<file path="config.mk">
export PLATFORM = sky130hd
export DESIGN_NAME = fetch_unit_flat
export DESIGN_NICKNAME = d
export VERILOG_FILES = /design/src/rtl/fetch_unit_if.sv /design/src/rtl/fetch_unit.sv /design/src/flat_wrapper.sv
export SDC_FILE = /design/constraint.sdc
export NUM_CORES = 1
export LEC_CHECK = 0
export BUFFER_PORTS_ARGS = -buffer_cell sky130_fd_sc_hd__buf_4
export CORE_MARGIN = 3
export CORE_UTILIZATION = 56
export DETAILED_ROUTE_END_ITERATION = 10
export HOLD_SLACK_MARGIN = 0.06
export PLACE_DENSITY = 0.8
export SYNTH_ARGS = -nofsm -noshare
export SYNTH_HDL_FRONTEND = slang
export SYNTH_SLANG_ARGS = --single-unit
</file>
<file path="constraint.sdc">
create_clock -name clk -period 2.62 [get_ports clk]
set_clock_uncertainty 0.2 [all_clocks]
set_input_delay 0.524 -clock clk [delete_from_list [all_inputs] [get_ports clk]]
set_output_delay 0.524 -clock clk [all_outputs]
set_load 0.02 [all_outputs]
</file>
<file path="src/rtl/fetch_unit_if.sv">
`default_nettype none
// ---------------------------------------------------------------------------
// fetch_unit_if : instruction-memory handshake and decoder-side output bundle
// Rev 1.0
// ---------------------------------------------------------------------------
interface fetch_unit_if;
  logic        imem_req;
  logic [31:0] imem_addr;
  logic        imem_ack;
  logic [31:0] imem_rdata;
  logic        stall;
  logic [31:0] inst;
  logic [31:0] inst_pc;
  logic        inst_valid;

  modport master (
    output imem_req, imem_addr, inst, inst_pc, inst_valid,
    input  imem_ack, imem_rdata, stall
  );

  modport slave (
    input  imem_req, imem_addr, inst, inst_pc, inst_valid,
    output imem_ack, imem_rdata, stall
  );
endinterface
`default_nettype wire

</file>
<file path="src/rtl/fetch_unit.sv">
`default_nettype none
// ---------------------------------------------------------------------------
// fetch_unit : PC owner, imem req/ack fetch, one-entry output slot + skid buf
// Rev 1.0
// ---------------------------------------------------------------------------
module fetch_unit #(
  parameter logic [31:0] RESET_PC = 32'h0000_0000,
  parameter logic [31:0] NOP_INST = 32'h0000_0013
) (
  input  logic        clk,
  input  logic        nrst,
  input  logic        branch_taken,
  input  logic [31:0] branch_target,
  fetch_unit_if.master bus
);

  typedef enum logic [1:0] {
    ST_FETCH   = 2'd0,
    ST_HOLD    = 2'd1,
    ST_DISCARD = 2'd2
  } state_t;

  localparam logic [31:0] c_align_mask = 32'hFFFF_FFFC;

  state_t      r_state;
  logic [31:0] r_pc;
  logic [31:0] r_disc_addr;
  logic [31:0] r_buf;
  logic [31:0] r_buf_pc;
  logic [31:0] r_inst;
  logic [31:0] r_inst_pc;
  logic        r_inst_valid;

  logic        w_slot_free;
  logic [31:0] w_target;

  assign w_slot_free = !r_inst_valid || !bus.stall;
  assign w_target    = branch_target & c_align_mask;

  always_ff @(posedge clk or negedge nrst) begin
    if (!nrst) begin
      r_state      <= ST_FETCH;
      r_pc         <= RESET_PC & c_align_mask;
      r_disc_addr  <= 32'h0;
      r_buf        <= 32'h0;
      r_buf_pc     <= 32'h0;
      r_inst       <= NOP_INST;
      r_inst_pc    <= 32'h0;
      r_inst_valid <= 1'b0;
    end else if (branch_taken) begin
      // Redirect flushes the slot and buffer regardless of stall or ack.
      r_pc         <= w_target;
      r_inst       <= NOP_INST;
      r_inst_valid <= 1'b0;
      case (r_state)
        ST_FETCH: begin
          if (!bus.imem_ack) begin
            r_state     <= ST_DISCARD;
            r_disc_addr <= r_pc;
          end
        end
        ST_HOLD:    r_state <= ST_FETCH;
        ST_DISCARD: if (bus.imem_ack) r_state <= ST_FETCH;
        default:    r_state <= ST_FETCH;
      endcase
    end else begin
      case (r_state)
        ST_FETCH: begin
          if (bus.imem_ack) begin
            r_pc <= r_pc + 32'd4;
            if (w_slot_free) begin
              r_inst       <= bus.imem_rdata;
              r_inst_pc    <= r_pc;
              r_inst_valid <= 1'b1;
            end else begin
              r_buf    <= bus.imem_rdata;
              r_buf_pc <= r_pc;
              r_state  <= ST_HOLD;
            end
          end else if (r_inst_valid && !bus.stall) begin
            r_inst       <= NOP_INST;
            r_inst_valid <= 1'b0;
          end
        end
        ST_HOLD: begin
          if (w_slot_free) begin
            r_inst       <= r_buf;
            r_inst_pc    <= r_buf_pc;
            r_inst_valid <= 1'b1;
            r_state      <= ST_FETCH;
          end
        end
        ST_DISCARD: begin
          // Wrong-path word completes the old transaction and is dropped.
          if (bus.imem_ack) r_state <= ST_FETCH;
        end
        default: r_state <= ST_FETCH;
      endcase
    end
  end

  // Request drops with reset asserted so an in-flight fetch is abandoned at once.
  assign bus.imem_req   = nrst && (r_state != ST_HOLD);
  assign bus.imem_addr  = (r_state == ST_DISCARD) ? r_disc_addr : r_pc;
  assign bus.inst       = r_inst;
  assign bus.inst_pc    = r_inst_pc;
  assign bus.inst_valid = r_inst_valid;

endmodule
`default_nettype wire

</file>
<file path="src/flat_wrapper.sv">
// flat-port wrapper written by rule: the top's interface ports become plain ports
module fetch_unit_flat 
#(
  parameter logic [31:0] RESET_PC = 32'h0000_0000,
  parameter logic [31:0] NOP_INST = 32'h0000_0013
)
  (clk, nrst, branch_taken, branch_target, bus_imem_req, bus_imem_addr, bus_inst, bus_inst_pc, bus_inst_valid, bus_imem_ack, bus_imem_rdata, bus_stall);
  fetch_unit_if bus_i ();
  input  logic clk;
  input  logic nrst;
  input  logic branch_taken;
  input  logic [31:0] branch_target;
  output wire logic [$bits(bus_i.imem_req)-1:0] bus_imem_req;
  output wire logic [$bits(bus_i.imem_addr)-1:0] bus_imem_addr;
  output wire logic [$bits(bus_i.inst)-1:0] bus_inst;
  output wire logic [$bits(bus_i.inst_pc)-1:0] bus_inst_pc;
  output wire logic [$bits(bus_i.inst_valid)-1:0] bus_inst_valid;
  input wire logic [$bits(bus_i.imem_ack)-1:0] bus_imem_ack;
  input wire logic [$bits(bus_i.imem_rdata)-1:0] bus_imem_rdata;
  input wire logic [$bits(bus_i.stall)-1:0] bus_stall;
  assign bus_imem_req = bus_i.imem_req;
  assign bus_imem_addr = bus_i.imem_addr;
  assign bus_inst = bus_i.inst;
  assign bus_inst_pc = bus_i.inst_pc;
  assign bus_inst_valid = bus_i.inst_valid;
  assign bus_i.imem_ack = bus_imem_ack;
  assign bus_i.imem_rdata = bus_imem_rdata;
  assign bus_i.stall = bus_stall;
  fetch_unit #(.RESET_PC(RESET_PC), .NOP_INST(NOP_INST)) u_core (.clk(clk), .nrst(nrst), .branch_taken(branch_taken), .branch_target(branch_target), .bus(bus_i));
endmodule
</file>
==> run_results.csv <==
group,metric,value,unit
run_status,outcome,"complete, but fails checks",
run_status,violations,"negative setup slack",
clock_tree,clk_latency,0.43,ns
yosys,synth_most_common_cell,"dfrtp_1",
yosys,yosysWarnings,0,
yosys,ys_types,47,
clock_tree,cts_tree,"built",
floorplanning,coreArea,15300,µm²
grt,grt_pass1_vias,6856,
drt,viasPerCell,5.80,
worst_setup_path,cp_max_fo,7,
drt,route.detailed.drc,0,
worst_setup_path,worstRegToRegCells,4,
layout,final_net_count,1013,
placed_design,hpwlAfterDp,14200,µm
floorplanning,io_pins,167,
timing,tightest_slew,0.610,ns
yosys,synth_area,8770,µm²
power_and_ir_drop,max-vdd-ir-drop,0.423,mV
yosys,synth_ff_type,"dfrtp_1",
clock_tree,cts_root_buf,"clkbuf_16",
timing,hold_viol,0,
timing,setup_viol,12,
worst_hold_path,whs_path_depth,3,
yosys,synth-seq-cells,187,
yosys,syn-instance-count,788,
worst_setup_path,critPathKind,"register to primary output",
grt,grtUsageTotal,25.3,%
power_and_ir_drop,power.total,8.51,mW
worst_setup_path,max_stage_delay,0.39,ns
run,maxCapViolCount,0,
timing,drv_slew,0,
worst_setup_path,critPathTopFamily,"buffers and inverters",
placed_design,dpl_cell_area,10300,µm²
yosys,synth_edf_count,0,
timing,max-slew-margin-rel,59.3,%
timing,setup_ws,-0.0126,ns
worst_setup_path,path_depth,5,
drt,ant_nets,0,
drt,num_vias,6771,
timing,fin_tns_setup,-0.0855,ns
yosys,netlist.area_leader.share,52.5,%
layout,area_growth,28.2,%
worst_setup_path,worst_setup_path_start_kind,"register",
yosys,synth.top_cells.by_count,"dfrtp_1, mux2_2, nand2_1",
drt,drt-total-wl,22100,µm
drt,detail_route.iter0.violations,592,
layout,stdcell_area,11200,µm²
worst_setup_path,cpMostUsedCell,"buf_6",
clock_tree,cts_made_buffers,17,
timing,timing.final.crit_period,2.63,ns
layout,num_antenna_cells,0,
floorplanning,die_h,131,µm
worst_hold_path,hp-class,"input pin to register",
grt,grt_antenna_before_repair,0,
layout,drive_gt1_share,38.7,%
clock_tree,htreeDepth,4,
yosys,yosysTopAreaCell,"dfrtp_1",
power_and_ir_drop,power.density,757,nW/µm²
grt,grt_pass1_wl,35200,µm
clock_tree,cts_max_path_buffers,2,
clock_tree,cts.sinks,187,
floorplanning,die-area,17200,µm²
worst_setup_path,crit_slowest_cell,"dfrtp_1",
floorplanning,die_w,131,µm
timing,period_share,100,%
worst_setup_path,cp.arrival,1.91,ns
grt,grt_max_degree,110,
timing,rsz0062_at_grt,"true",
power_and_ir_drop,p_leak,5.03,nW
placed_design,numPortBuffers,160,
yosys,synthTopCellsByArea,"dfrtp_1, mux2_2, nand2_1, o31ai_1, mux2i_1",
worst_setup_path,path_cells,"buf_6 > nor2b_4 > clkbuf_16 > mux2_4 > buf_6",
timing,max_freq,0.380,GHz
placed_design,globalplace.congestion,0.828,
worst_setup_path,endpoint_kind,"primary output",
grt,grt_overflow,0,
clock_tree,cts.clk_slew.worst_paths,0.07,ns
drt,wire_per_inst,18.9,µm
floorplanning,rows,45,
worst_setup_path,path_buf_inv,3,
yosys,synth-seq-area-share,53.4,%
floorplanning,initial_core_util,57.5,%
yosys,syn_avg_cell_area,11.1,µm²
yosys,async_flop_share,100,%
drt,firstDrtPassIters,5,
worst_setup_path,worstPathRequired,1.90,ns
==> worst reg2reg max path, cell delays in order (launching register included) <==
cell	delay, ns
dfrtp_1	0.50
nand3_4	0.17
or4_4	0.70
or4_1	0.55
a31oi_1	0.21
==> flip-flops by register name, indices dropped and copies added (netlist names) <==
| signal | flops |
|---|---|
| u_core.bus.inst | 32 |
| u_core.bus.inst_pc | 30 |
| u_core.bus.inst_valid | 1 |
| u_core.r_buf | 32 |
| u_core.r_buf_pc | 30 |
| u_core.r_disc_addr | 30 |
| u_core.r_pc | 30 |
| u_core.r_state | 2 |
==> power by group <==
part,switching (mW),internal [mW]
sequential,0.355,3.45
combinational,0.933,0.983
clock,1.13,1.66
==> cell type report <==
type                    instances  area (µm²)
flip-flops and latches        187        4680
clock buffers                  20         457
well taps                     211         264
fillers                      1043        4010
inverters                       5        18.8
repair buffers                205        1740
clock inverters                12         186
multi-input cells             527        3890
==> per-stage QoR <==
| step | utilization (%) | cells | worst slack [ns] | hold slack, ns |
|---|---|---|---|---|
| finish | 73.7 | 1167 | -0.0126 | 0.103 |
| CTS | 72.1 | 1161 | 0.00287 | 0.0933 |
| detailed placement | 67.8 | 1128 | 0.207 | 0.268 |
| global route | 73.7 | 1167 | -0.0577 | 0.0980 |
| global placement | 67.8 | 1128 | 0.241 | 0.261 |
| floorplan | - | 791 | 0.140 | 0.0284 |
==> cell families after synthesis <==
logic type	synth area share, %
buffers and inverters	3.67
AND/OR/NAND/NOR	12.8
other	0.0427
XOR/XNOR	1.10
multiplexers	18.3
adder cells (fa/ha/maj)	0.143
flip-flops	53.4
AO/OA/AOI/OAI	10.5
==> final timing paths <==
check / start / to / slack (ns)
setup reg to reg: u_core.r_pc[9]$_DFFE_PN0P_ / u_core.r_pc[24]$_DFFE_PN0P_ / 0.20
setup / recovery: u_core.r_state[0]$_DFFE_PN0P_ / bus_imem_addr[29] / -0.01
hold reg to reg: u_core.bus.inst[20]$_DFFE_PN0P_ / u_core.bus.inst[20]$_DFFE_PN0P_ / 0.28
max in group asynchronous: nrst / u_core.r_buf_pc[23]$_DFFE_PN0P_ / 1.14
hold / removal: branch_target[3] / u_core.r_pc[3]$_DFFE_PN0P_ / 0.10
min in group asynchronous: nrst / u_core.bus.inst[13]$_DFFE_PN0P_ / 0.55
==> metal layers <==
layer	part of all wire, %	GRT usage, %
met1	42	33.0
met2	49	40.5
met3	6.6	7.43
met4	3.0	9.10
met5	0	0
==> what timing repair did <==
action,4_1_cts,5_1_grt
hold buffers,1,0
endpoints found under the hold margin,75,0
setup endpoints to repair,0,20
gates resized for setup,0,43
buffers inserted,0,3
==> placed cells by master (no fill, tap or decap), drive strengths merged, types with 4 or more instances in the layout <==
cell,instances
buf,201
dfrtp,184
mux2,118
nand2,86
o21ai,54
o31ai,40
a21oi,34
and3,31
mux2i,28
clkbuf,23
nor2,20
a31oi,16
nand3,15
or4,15
nand4,8
inv,8
or3,7
xnor2,6
nor2b,6
xor2,5
clkinv,5
conb,4
bufinv,4
nor4,4
nor3,4
Note: power is estimated with default switching activity, not from simulation.
